<file path="src/rtl/nested_break_pkg.sv">
// Shared types and default widths for the nested-loop sequencer.
package nested_break_pkg;

    localparam int DEFAULT_W      = 32;
    localparam int DEFAULT_CW     = 8;
    localparam int DEFAULT_B_STEP = 2;

    typedef enum logic [1:0] {
        IDLE,
        INNER,
        OUTER_END,
        DONE
    } state_t;

    // Run configuration captured when a start is accepted
    typedef struct packed {
        logic [DEFAULT_CW-1:0] outer_limit;
        logic [DEFAULT_CW-1:0] inner_limit;
        logic [DEFAULT_CW-1:0] inner_break;
        logic [DEFAULT_W-1:0]  a_stop;
    } cfg_t;

endpackage

</file>
<file path="src/rtl/nested_break_seq_loop_counter.sv">
// Loop index counter: counts up while enabled and flags when it sits on
// either its limit or its match value.
module loop_counter #(
    parameter int CW = 8
) (
    input  logic          clk,
    input  logic          rst_n,
    input  logic          clear,
    input  logic          enable,
    input  logic [CW-1:0] limit,
    input  logic [CW-1:0] match,
    output logic          hit
);

    logic [CW-1:0] count;

    // Index register; clear has priority over enable
    always_ff @(posedge clk or negedge rst_n) begin
        if (!rst_n) begin
            count <= '0;
        end else if (clear) begin
            count <= '0;
        end else if (enable) begin
            count <= count + CW'(1);
        end
    end

    assign hit = (count == limit) || (count == match);

endmodule

</file>
<file path="src/rtl/nested_break_seq.sv">
// Two-level loop nest with early exit, executed one inner iteration per
// cycle: a counts inner iterations, b steps once per outer iteration.
module nested_break_seq
    import nested_break_pkg::*;
#(
    parameter int W      = DEFAULT_W,
    parameter int CW     = DEFAULT_CW,
    parameter int B_STEP = DEFAULT_B_STEP
) (
    input  logic          clk,
    input  logic          rst_n,
    input  logic          start,
    input  logic          abort,
    input  logic [CW-1:0] outer_limit,
    input  logic [CW-1:0] inner_limit,
    input  logic [CW-1:0] inner_break,
    input  logic [W-1:0]  a_stop,
    output logic          busy,
    output logic          done,
    output logic          aborted,
    output logic [W-1:0]  a,
    output logic [W-1:0]  b,
    output logic [CW-1:0] outer_count
);

    state_t        state;
    cfg_t          cfg;

    logic          i_clear;
    logic          i_enable;
    logic          i_hit;
    logic          j_clear;
    logic          j_enable;
    logic          j_hit;
    logic          finish_outer;
    logic [CW-1:0] i_last;

    // i sits on outer_limit-1 during the final outer iteration, so its hit
    // means "i+1 reaches outer_limit"; a zero limit never reaches INNER
    assign i_last       = cfg.outer_limit - CW'(1);
    assign finish_outer = i_hit || (a >= cfg.a_stop);

    loop_counter #(.CW(CW)) u_outer_idx (
        .clk    (clk),
        .rst_n  (rst_n),
        .clear  (i_clear),
        .enable (i_enable),
        .limit  (i_last),
        .match  (i_last),
        .hit    (i_hit)
    );

    loop_counter #(.CW(CW)) u_inner_idx (
        .clk    (clk),
        .rst_n  (rst_n),
        .clear  (j_clear),
        .enable (j_enable),
        .limit  (cfg.inner_limit),
        .match  (cfg.inner_break),
        .hit    (j_hit)
    );

    // Index counter control; abort freezes both indices for its cycle
    always_comb begin
        i_clear  = 1'b0;
        i_enable = 1'b0;
        j_clear  = 1'b0;
        j_enable = 1'b0;
        case (state)
            IDLE: begin
                if (start) begin
                    i_clear = 1'b1;
                    j_clear = 1'b1;
                end
            end
            INNER: begin
                if (!abort && !j_hit) begin
                    j_enable = 1'b1;
                end
            end
            OUTER_END: begin
                if (!abort) begin
                    i_enable = 1'b1;
                    if (!finish_outer) begin
                        j_clear = 1'b1;
                    end
                end
            end
            default: begin
            end
        endcase
    end

    // Sequencer state, latched configuration, accumulators and status
    always_ff @(posedge clk or negedge rst_n) begin
        if (!rst_n) begin
            state       <= IDLE;
            cfg         <= '0;
            busy        <= 1'b0;
            done        <= 1'b0;
            aborted     <= 1'b0;
            a           <= '0;
            b           <= '0;
            outer_count <= '0;
        end else begin
            done    <= 1'b0;
            aborted <= 1'b0;
            case (state)
                IDLE: begin
                    if (start) begin
                        cfg.outer_limit <= outer_limit;
                        cfg.inner_limit <= inner_limit;
                        cfg.inner_break <= inner_break;
                        cfg.a_stop      <= a_stop;
                        a               <= '0;
                        b               <= '0;
                        outer_count     <= '0;
                        if (outer_limit != '0) begin
                            state <= INNER;
                            busy  <= 1'b1;
                        end else begin
                            state <= DONE;
                            done  <= 1'b1;
                        end
                    end
                end
                INNER: begin
                    if (abort) begin
                        state   <= IDLE;
                        busy    <= 1'b0;
                        aborted <= 1'b1;
                    end else if (j_hit) begin
                        state <= OUTER_END;
                    end else begin
                        a <= a + W'(1);
                    end
                end
                OUTER_END: begin
                    if (abort) begin
                        state   <= IDLE;
                        busy    <= 1'b0;
                        aborted <= 1'b1;
                    end else begin
                        b           <= b + W'(B_STEP);
                        outer_count <= outer_count + CW'(1);
                        if (finish_outer) begin
                            state <= DONE;
                            busy  <= 1'b0;
                            done  <= 1'b1;
                        end else begin
                            state <= INNER;
                        end
                    end
                end
                DONE: begin
                    state <= IDLE;
                end
                default: begin
                    state <= IDLE;
                    busy  <= 1'b0;
                end
            endcase
        end
    end

endmodule

</file>
<file path="config.mk">
export PLATFORM = sky130hd
export DESIGN_NAME = nested_break_seq
export DESIGN_NICKNAME = d
export VERILOG_FILES = /design/src/rtl/nested_break_pkg.sv /design/src/rtl/nested_break_seq_loop_counter.sv /design/src/rtl/nested_break_seq.sv
export SDC_FILE = /design/constraint.sdc
export NUM_CORES = 1
export LEC_CHECK = 0
export ABC_AREA = 1
export CORE_MARGIN = 5
export CORE_UTILIZATION = 50
export CTS_CLUSTER_SIZE = 16
export DETAILED_ROUTE_END_ITERATION = 10
export PLACE_DENSITY_LB_ADDON = 0.15
export SETUP_SLACK_MARGIN = 0.2
export SLEW_MARGIN = 20
export SYNTH_ARGS = -nofsm -noshare
export SYNTH_HDL_FRONTEND = slang
export SYNTH_HIERARCHICAL = 1
export SYNTH_SLANG_ARGS = --single-unit
</file>
<file path="constraint.sdc">
create_clock -name clk -period 6.2 [get_ports clk]
set_input_delay 1.24 -clock clk [delete_from_list [all_inputs] [get_ports clk]]
set_output_delay 1.24 -clock clk [all_outputs]
set_load 0.005 [all_outputs]
</file>
==> flow_summary.toml <==
[status]
status = "finished clean"

[drt]
vias = 8032
drt-pass1-iter-count = 6
wire_per_inst_um = 14.0
initialDrtViolationCount = 610
drtAntennaViolNets = 0
vias_per_cell = 5.15
drc = 0
finalWirelength_um = 21900

[logic_synthesis]
yosysMostFrequentCell = "nand2_1"
postSynthAreaPerCell_um2 = 7.48
ys_types = 42
synth_top_area_share_pct = 41.5
synth_top_cell_by_area = "dfrtp_1"
async_flop_share_pct = 100
yosysSeqAreaShare_pct = 41.5
synth-edff-count = 0
synthCells = 1193
yosys-top-cells-count = "nand2_1, inv_1, dfrtp_1"
ys_ff_latch = 148
synth_ff_type = "dfrtp_1"
syn_nets = 1294
syn-cell-area_um2 = 8930
synthTopCellsByArea = "dfrtp_1, nand2_1, inv_1"
synth-warning-count = 6

[layout]
area_growth_pct = 23.9
final_area_um2 = 11100
nFillCells = 1550
finish.utilization_pct = 63.5
layout.area.seq_um2 = 3700
drive_gt1_share_pct = 6.07
nNetsFinal = 1424
multiInputGateArea_um2 = 4490
antennaDiodeCount = 0

[clock_tree]
clk_path_buf_depth = 2
cts_sinks = 148
root_buffer = "clkbuf_16"
cts_hold_buffers = 0
clk_pin_slew_ns = 0.06
numCtsBuffers = 17
cts_tree = "built"
insertion_delay_ns = 0.42
htreeDepth = 4
cts_resized = 0
post_cts_buffers = 0

[global_routing]
grt_use_total_pct = 21.8
grt_start_max_net_pins = 105
grt-ovfl-total = 0
antenna_found_initial = 0
grt_pass1_wl_um = 36400
grt_pass1_vias = 7371

[die]
ios = 135
die-area_um2 = 20600
die_h_um = 144
fp.dieW_um = 144
start_util_pct = 51.3
num_rows = 48
coreArea_um2 = 17400

[timing]
rsz0062_at_grt = "false"
worstMarginPinSlew_ns = 0.990
final-setup-viol-count = 0
hold_slack_ns = 0.501
period_needed_ns = 3.56
hold_violations = 0
slew_headroom_pct = 33.8
skew_ns = 0.00721
fin_tns_setup_ns = 0
post-route-period-util_pct = 57.3
drv_slew = 0
max_freq_mhz = 281

[power_and_ir_drop]
swShare_pct = 36.8
cellPowerDensity_nw_per_um2 = 334
p_int_mw = 2.33
p_total_mw = 3.69
p_clk_share_pct = 29.1
ir_drop_uv = 254
share_comb_of_total_power_pct = 34.9
p_switching_mw = 1.36
seqPwrFrac_pct = 36.0
power.leakage_nw = 5.13

[worst_setup_path]
worstPathRequired_ns = 6.50
slowest_stage = "nor2_1"
path_cells = "clkdlybuf4s50_1 > nand2_1 > nor2_1 > inv_1 > o21ai_0 > a2bb2oi_1"
cp-start-kind = "input port"
rrSetupSlack_ns = 2.76
worst-setup-path-type = "in -> reg"
ff2ff_path_depth = 21
critPathTopFamily = "simple AND/OR/NAND/NOR gates"
critPathCaptureType = "register"
r2r_end = "u_inner_idx/count[6]$_DFFE_PN0P_"
cp.depth = 6
endpoint = "b[9]$_DFFE_PN0P_"
slowest_delay_ns = 0.72
crit_buf_inv = 2
cp.arrival_ns = 3.86
crit_start = "start"
timing.rr.start = "cfg[48]$_DFFE_PN0P_"
crit_fanout = 28

[place]
io_buffers = 133
hpwl_um = 16300
place_area_um2 = 10400
place.gp.congestion = 0.876

[job]
max-cap-violations = 0

[hold_path]
hold_class = "reg -> reg"
==> final cells by class <==
class                      instances  area share, %
inverter                         160           5.47
clock buffer                      20           4.04
clock inverter                    11           1.44
multi-input combinational        860           40.6
sequential                       148           33.5
tap                              225           2.54
timing repair buffer             136           12.4
==> power groups by stage <==
stage	sequential [mW]	combinational (mW)	clock [mW]
4_1_cts	1.33	1.30	1.10
3_5_place_dp	1.34	1.29	0
6_report	1.33	1.29	1.07
2_1_floorplan	1.30	0.983	0
5_1_grt	1.35	1.48	1.13
3_3_place_gp	1.34	1.25	0
==> worst min-delay path: cells and delay by family (launching register included) <==
family           cells  cell delay, ns
AND/OR/NAND/NOR      2            0.11
flip-flops           1            0.36
==> worst min-delay path by stage <==
stage / cells after the start / start / slack [ns] / to
after floorplan: 2 / cfg[0]$_DFFE_PN0P_ / 0.45 / cfg[0]$_DFFE_PN0P_
after global placement: 1 / outer_count[6]$_DFFE_PN0P_ / 0.48 / outer_count[6]$_DFFE_PN0P_
after detailed placement: 2 / cfg[47]$_DFFE_PN0P_ / 0.49 / cfg[47]$_DFFE_PN0P_
after CTS: 1 / outer_count[6]$_DFFE_PN0P_ / 0.50 / outer_count[6]$_DFFE_PN0P_
after global routing: 2 / cfg[41]$_DFFE_PN0P_ / 0.53 / cfg[41]$_DFFE_PN0P_
final: 2 / cfg[47]$_DFFE_PN0P_ / 0.50 / cfg[47]$_DFFE_PN0P_
==> layer usage <==
layer | wire length, µm | GRT usage (%) | vias to the layer above
met4 | 212 | 5.80 | 0
met3 | 1260 | 3.59 | 20
li1 | - | - | 4107
met2 | 10100 | 34.3 | 209
met1 | 10300 | 31.4 | 3696
met5 | 0 | 0 | -
==> per-stage QoR <==
step	worst slack, ns	instances
after floorplan	3.47	1193
after global placement	2.29	1528
after detailed placement	2.24	1528
after CTS	2.69	1559
after global routing	2.30	1560
final	2.64	1560
==> cell families after synthesis <==
logic type / Yosys count / share of synthesized area [%]
compound gates: 148 / 9.07
xor+xnor: 44 / 4.32
fa+ha+maj: 41 / 5.75
buf+inv: 185 / 8.20
flops: 148 / 41.5
other cells: 1 / 0.0420
simple gates: 626 / 31.1
==> flip-flops by register name, indices dropped and copies added, names as in the netlist <==
name and cells:
done 1, u_outer_idx/count 8, a 32, busy 1, cfg 56, u_inner_idx/count 8
b 31, aborted 1, state 2, outer_count 8
==> cell usage in the layout (no fill, tap or decap), drive strengths merged, types with 10 or more instances in the layout <==
cell type / n
a21oi: 38
clkbuf: 20
clkdlybuf4s50: 132
dfrtp: 148
ha: 41
inv: 160
nand2: 372
nand3: 45
nand4: 29
nor2: 112
nor3: 56
o21ai: 85
o31ai: 10
xnor2: 30
xor2: 14
(Power assumes the default switching activity.)
